<file path="src/rtl/read_controller.sv">
// Read-side buffer controller: drains one frame of FRAME_LEN words onto a valid/ready stream.
// Optional macro READ_PREFETCH_EN: a non-last accept with data available goes straight to READ.
module read_controller #(
  parameter int unsigned DATA_W    = 16,
  parameter int unsigned ADDR_W    = 4,
  parameter int unsigned FRAME_LEN = 9
) (
  input  logic              clk,
  input  logic              rst,
  input  logic              start,
  input  logic              empty,
  input  logic [DATA_W-1:0] rdata,
  output logic              ren,
  output logic [ADDR_W-1:0] raddr,
  output logic [DATA_W-1:0] out_data,
  output logic              out_valid,
  input  logic              out_ready,
  output logic              read_done
);

  localparam int unsigned CNT_W = $clog2(FRAME_LEN + 1);

  typedef enum logic [2:0] {
    S_IDLE  = 3'd0,
    S_CHECK = 3'd1,
    S_READ  = 3'd2,
    S_WAIT  = 3'd3,
    S_HOLD  = 3'd4,
    S_DONE  = 3'd5
  } state_e;

  state_e            state_q, state_d;
  logic [ADDR_W-1:0] raddr_q, raddr_d;
  logic [CNT_W-1:0]  cnt_q, cnt_d;
  logic [DATA_W-1:0] data_q, data_d;
  logic              ren_q, valid_q, done_q;

  // Next-state and datapath update
  always_comb begin
    state_d = state_q;
    raddr_d = raddr_q;
    cnt_d   = cnt_q;
    data_d  = data_q;
    case (state_q)
      S_IDLE: begin
        if (start) begin
          state_d = S_CHECK;
          cnt_d   = '0;
        end
      end
      S_CHECK: begin
        if (!empty) state_d = S_READ;
      end
      S_READ: begin
        raddr_d = raddr_q + ADDR_W'(1);
        state_d = S_WAIT;
      end
      S_WAIT: begin
        data_d  = rdata;
        state_d = S_HOLD;
      end
      S_HOLD: begin
        if (out_ready) begin
          cnt_d = cnt_q + CNT_W'(1);
          if (cnt_q == CNT_W'(FRAME_LEN - 1)) begin
            state_d = S_DONE;
          end else begin
`ifdef READ_PREFETCH_EN
            state_d = empty ? S_CHECK : S_READ;
`else
            state_d = S_CHECK;
`endif
          end
        end
      end
      S_DONE:  state_d = S_IDLE;
      default: state_d = S_IDLE;
    endcase
  end

  // Moore outputs registered from the next state so they align with the state they decode
  always_ff @(posedge clk) begin
    if (rst) begin
      state_q <= S_IDLE;
      raddr_q <= '0;
      cnt_q   <= '0;
      data_q  <= '0;
      ren_q   <= 1'b0;
      valid_q <= 1'b0;
      done_q  <= 1'b0;
    end else begin
      state_q <= state_d;
      raddr_q <= raddr_d;
      cnt_q   <= cnt_d;
      data_q  <= data_d;
      ren_q   <= (state_d == S_READ);
      valid_q <= (state_d == S_HOLD);
      done_q  <= (state_d == S_DONE);
    end
  end

  assign ren       = ren_q;
  assign raddr     = raddr_q;
  assign out_data  = data_q;
  assign out_valid = valid_q;
  assign read_done = done_q;

endmodule

</file>
<file path="config.mk">
export PLATFORM = sky130hd
export DESIGN_NAME = read_controller
export DESIGN_NICKNAME = d
export VERILOG_FILES = /design/src/rtl/read_controller.sv
export SDC_FILE = /design/constraint.sdc
export NUM_CORES = 1
export LEC_CHECK = 0
export ABC_AREA = 1
export BUFFER_PORTS_ARGS = -buffer_cell sky130_fd_sc_hd__buf_2
export CAP_MARGIN = 20
export CELL_PAD_IN_SITES_DETAIL_PLACEMENT = 0
export CELL_PAD_IN_SITES_GLOBAL_PLACEMENT = 1
export CORE_MARGIN = 2
export CORE_UTILIZATION = 34
export DETAILED_ROUTE_END_ITERATION = 6
export HOLD_SLACK_MARGIN = 0.02
export PLACE_DENSITY = 0.73
export SLEW_MARGIN = 0
export SYNTH_ARGS = -nofsm -noshare
export SYNTH_HDL_FRONTEND = slang
export SYNTH_SLANG_ARGS = --single-unit
</file>
<file path="constraint.sdc">
create_clock -name clk -period 1.3 [get_ports clk]
set_input_delay 0.26 -clock clk [delete_from_list [all_inputs] [get_ports clk]]
set_output_delay 0.26 -clock clk [all_outputs]
set_load 0.01 [all_outputs]
</file>
==> impl_metrics.xml <==
<?xml version="1.0" encoding="UTF-8"?>
<metrics>
  <group name="power_and_ir_drop">
    <metric name="power_density" unit="mW/mm^2">1220</metric>
    <metric name="static-leakage-power" unit="nW">0.731</metric>
    <metric name="fin_total_pwr" unit="mW">1.88</metric>
    <metric name="ir_drop" unit="V">0.000512</metric>
  </group>
  <group name="worst_setup_path">
    <metric name="reg2reg_setup_slack" unit="ns">0.14</metric>
    <metric name="crit_type" unit="">flip-flop to flip-flop</metric>
    <metric name="worst-r2r-cell-count" unit="">8</metric>
    <metric name="worstSetupStartpointType" unit="">flip-flop</metric>
    <metric name="worst_r2r_start" unit="">cnt_q[0]</metric>
    <metric name="critPathMaxFanout" unit="">3</metric>
    <metric name="required" unit="ns">1.52</metric>
    <metric name="crit_path_end_kind" unit="">flip-flop</metric>
    <metric name="startpoint" unit="">cnt_q[0]</metric>
    <metric name="crit-reg2reg-capture" unit="">out_valid</metric>
    <metric name="worst-endpoint-arrival" unit="ns">1.38</metric>
    <metric name="critPathCapture" unit="">out_valid</metric>
  </group>
  <group name="sta">
    <metric name="setup_viol" unit="">0</metric>
    <metric name="maxClockFrequency" unit="MHz">863</metric>
    <metric name="timing.final.hold_violations" unit="">0</metric>
    <metric name="final.min_clock_period" unit="ns">1.16</metric>
    <metric name="fin_worst_hold_slack" unit="ns">0.176</metric>
    <metric name="worst-slew-pin-transition" unit="ns">0.272</metric>
    <metric name="rsz0062_at_grt" unit="">false</metric>
    <metric name="clock_skew" unit="ns">0.00621</metric>
    <metric name="final.period_utilization" unit="%">89.1</metric>
    <metric name="timing_max_transition_violations_final" unit="">0</metric>
    <metric name="max-slew-margin-rel" unit="%">81.7</metric>
    <metric name="total_negative_setup_slack" unit="ns">0</metric>
  </group>
  <group name="yosys">
    <metric name="yosys-top-cells-area" unit="">sky130_fd_sc_hd__dfxtp_1 49%, sky130_fd_sc_hd__nor2_1 15%, sky130_fd_sc_hd__o21ai_0 6.1%</metric>
    <metric name="netlist.top_cell.by_area" unit="">sky130_fd_sc_hd__dfxtp_1</metric>
    <metric name="synth_top_area_share" unit="%">48.6</metric>
    <metric name="synthMuxAreaShare" unit="%">0</metric>
    <metric name="syn-num-nets" unit="">181</metric>
    <metric name="post-synth-top-count-cell" unit="">sky130_fd_sc_hd__nor2_1</metric>
    <metric name="synth_top_family_by_area" unit="">simple AND/OR/NAND/NOR gates</metric>
    <metric name="synth_flop_cell" unit="">sky130_fd_sc_hd__dfxtp_1</metric>
    <metric name="number_of_enable_flip_flop_cells_after_synthesis" unit="">0</metric>
    <metric name="synth_area_per_cell" unit="sq um">7.87</metric>
    <metric name="synth-compound-area-share" unit="%">9.73</metric>
    <metric name="distinct_cells_synth" unit="">26</metric>
    <metric name="netlist_area" unit="sq mm">0.00123</metric>
    <metric name="yosys_register_bits" unit="">30</metric>
    <metric name="yosys_warnings" unit="">0</metric>
    <metric name="ys_async_sr_fraction" unit="%">0</metric>
    <metric name="post_synth_xor_area_fraction" unit="%">0.709</metric>
    <metric name="yosysSeqAreaShare" unit="%">48.6</metric>
    <metric name="synth_simple_gate_area_share" unit="%">29.6</metric>
    <metric name="adder_cell_share_of_the_synthesized_area" unit="%">3.04</metric>
    <metric name="top_cells_by_instance_count_after_synthesis" unit="">48 x sky130_fd_sc_hd__nor2_1, 30 x sky130_fd_sc_hd__dfxtp_1, 15 x sky130_fd_sc_hd__o21ai_0</metric>
    <metric name="post_synth_inst_count" unit="">157</metric>
  </group>
  <group name="cts">
    <metric name="clk_pin_slew" unit="ns">0.09</metric>
    <metric name="post_cts_buffers" unit="">0</metric>
    <metric name="cts-root-to-sink-buffers" unit="">2</metric>
    <metric name="cts_tree" unit="">built</metric>
    <metric name="cts-hold-fix-buffers" unit="">0</metric>
    <metric name="clk_latency" unit="ns">0.33</metric>
    <metric name="cts.root.buffer_cell" unit="">sky130_fd_sc_hd__clkbuf_4</metric>
    <metric name="cts-resized-gates" unit="">0</metric>
    <metric name="cts-htree-levels" unit="">2</metric>
    <metric name="cts_num_sinks" unit="">30</metric>
    <metric name="tritoncts.num_buffers" unit="">5</metric>
  </group>
  <group name="die">
    <metric name="core_footprint" unit="sq mm">0.00342</metric>
    <metric name="number_of_top_level_design_ports" unit="">44</metric>
    <metric name="row_count" unit="">21</metric>
    <metric name="floorplan.initialDensity" unit="%">36.2</metric>
    <metric name="design.die.area" unit="sq mm">0.00413</metric>
    <metric name="horizontal_die_dimension" unit="um">64.3</metric>
    <metric name="die_h" unit="um">64.3</metric>
  </group>
  <group name="placed_design">
    <metric name="place_hpwl" unit="um">2020</metric>
    <metric name="buffers_on_ports" unit="">43</metric>
    <metric name="gp_congestion" unit="">0.750</metric>
    <metric name="placed_cells" unit="">242</metric>
  </group>
  <group name="finish">
    <metric name="final_nets" unit="">227</metric>
    <metric name="multi_input_comb_area" unit="sq um">532</metric>
    <metric name="combined_flip_flop_and_latch_cell_area" unit="sq um">601</metric>
    <metric name="layout-drive-gt1-share" unit="%">30.4</metric>
    <metric name="num_antenna_cells" unit="">0</metric>
    <metric name="final_util" unit="%">45.3</metric>
    <metric name="fill_cells" unit="">366</metric>
    <metric name="area_delta_synth_final" unit="%">25.4</metric>
    <metric name="final-instance-count-excl-fill" unit="">250</metric>
  </group>
  <group name="route">
    <metric name="drt-total-wl" unit="um">2680</metric>
    <metric name="detailroute.via_count" unit="">1133</metric>
    <metric name="drc_errors" unit="">0</metric>
    <metric name="antenna_violating_nets_post_route" unit="">0</metric>
    <metric name="post_drt_via_cell_ratio" unit="">4.53</metric>
    <metric name="drt-wirelength-per-cell" unit="um">10.7</metric>
    <metric name="drt_first_pass_iters" unit="">4</metric>
    <metric name="number_of_drc_markers_in_iteration_0" unit="">44</metric>
  </group>
  <group name="global_routing">
    <metric name="grt_antenna_before_repair" unit="">0</metric>
    <metric name="gr-max-usage-layer" unit="">met2</metric>
    <metric name="maximum_number_of_pins_on_one_net_before_global_route_repair" unit="">20</metric>
    <metric name="first_pass_grt_wire_length" unit="um">4500</metric>
    <metric name="use_met1" unit="%">16.2</metric>
    <metric name="grt_util_met2" unit="%">22.7</metric>
    <metric name="grt_pass1_vias" unit="">1027</metric>
    <metric name="grt-ovfl-total" unit="">0</metric>
    <metric name="grt_total_usage" unit="%">14.2</metric>
    <metric name="global_route.usage.met3" unit="%">6.69</metric>
  </group>
  <group name="hold_path">
    <metric name="hold_crit_path_type" unit="">input pin to flip-flop</metric>
  </group>
  <group name="run">
    <metric name="max_cap_violations" unit="">0</metric>
  </group>
  <group name="run_status">
    <metric name="outcome" unit="">complete, no violations</metric>
  </group>
</metrics>
cell type report:
| class | count | area share [%] |
|---|---|---|
| inverters | 14 | 3.72 |
| well taps | 46 | 3.72 |
| repair buffers | 44 | 14.4 |
| multi-input cells | 108 | 34.3 |
| flip-flops and latches | 30 | 38.8 |
| clock buffers | 8 | 5.09 |
placed cells by master, fill, tap and decap left out:
| cell | synthesis | routed |
|---|---|---|
| sky130_fd_sc_hd__ha_1 | 3 | 3 |
| sky130_fd_sc_hd__buf_2 | 2 | 43 |
| sky130_fd_sc_hd__nand3_2 | 2 | 2 |
| sky130_fd_sc_hd__nand2_1 | 14 | 14 |
| sky130_fd_sc_hd__nand4_1 | 1 | 1 |
| sky130_fd_sc_hd__inv_2 | 1 | 1 |
| sky130_fd_sc_hd__inv_1 | 12 | 12 |
| sky130_fd_sc_hd__xor2_1 | 1 | 1 |
| sky130_fd_sc_hd__nand3_4 | 1 | 1 |
| sky130_fd_sc_hd__nor2_2 | 2 | 2 |
| sky130_fd_sc_hd__nor3_1 | 2 | 2 |
| sky130_fd_sc_hd__inv_6 | 1 | 1 |
| sky130_fd_sc_hd__nor3_2 | 1 | 1 |
| sky130_fd_sc_hd__buf_4 | 0 | 1 |
| sky130_fd_sc_hd__o21ai_1 | 4 | 4 |
| sky130_fd_sc_hd__nand2_2 | 1 | 1 |
| sky130_fd_sc_hd__a21oi_1 | 5 | 5 |
| sky130_fd_sc_hd__nor2_1 | 48 | 48 |
| sky130_fd_sc_hd__or2_1 | 1 | 1 |
| sky130_fd_sc_hd__clkbuf_8 | 0 | 3 |
| sky130_fd_sc_hd__nand3_1 | 5 | 5 |
| sky130_fd_sc_hd__dfxtp_1 | 30 | 30 |
| sky130_fd_sc_hd__clkbuf_4 | 0 | 5 |
| sky130_fd_sc_hd__nand2_4 | 1 | 1 |
| sky130_fd_sc_hd__nor3b_1 | 1 | 1 |
| sky130_fd_sc_hd__o21ai_0 | 15 | 15 |
worst min-delay path by stage:
stage                  from      endpoint  slack (ns)  depth (start not counted)
2_1_floorplan     rdata[10]  out_data[10]        0.41                          2
4_1_cts            rdata[2]   out_data[2]        0.16                          3
6_report           rdata[2]   out_data[2]        0.18                          3
5_1_grt           rdata[10]  out_data[10]        0.17                          3
3_3_place_gp   out_data[13]  out_data[13]        0.46                          2
3_5_place_dp   out_data[11]  out_data[11]        0.47                          2
flip-flops by register name, summed over array words and instances (netlist names):
signal	cells
cnt_q	4
out_data	16
out_valid	1
raddr	4
read_done	1
ren	1
state_q	3
per-stage QoR:
step	setup slack, ns	instance area (sq um)
floorplan	0.292	1230
global placement	0.172	1470
detailed placement	0.158	1470
CTS	0.126	1550
global route	0.0444	1550
finish	0.141	1550
routing by layer:
layer  up-vias  part of all wire (%)
li1        590                     -
met1       505                    47
met2        33                    44
met3         5                   8.0
met4         0                   1.7
met5         -                     0
kinds of logic after synthesis:
family                   Yosys count
AND/OR/NAND/NOR                   80
flip-flops                        30
AO/OA/AOI/OAI                     24
buffers and inverters             19
adder cells (fa/ha/maj)            3
XOR/XNOR                           1
critical path, stage by stage, from the launching register on:
cell,delay (ns)
sky130_fd_sc_hd__dfxtp_1,0.38
sky130_fd_sc_hd__inv_1,0.09
sky130_fd_sc_hd__ha_1,0.20
sky130_fd_sc_hd__nand3_1,0.08
sky130_fd_sc_hd__nand2_1,0.05
sky130_fd_sc_hd__nand2_1,0.05
sky130_fd_sc_hd__nand2_1,0.04
sky130_fd_sc_hd__nand2_1,0.11
sky130_fd_sc_hd__nor2_1,0.06
where the power goes:
group	internal, mW	total (mW)	switching (mW)
combinational	0.0912	0.218	0.127
sequential	0.952	0.981	0.0285
clock	0.369	0.683	0.313
(Power assumes the default switching activity.)
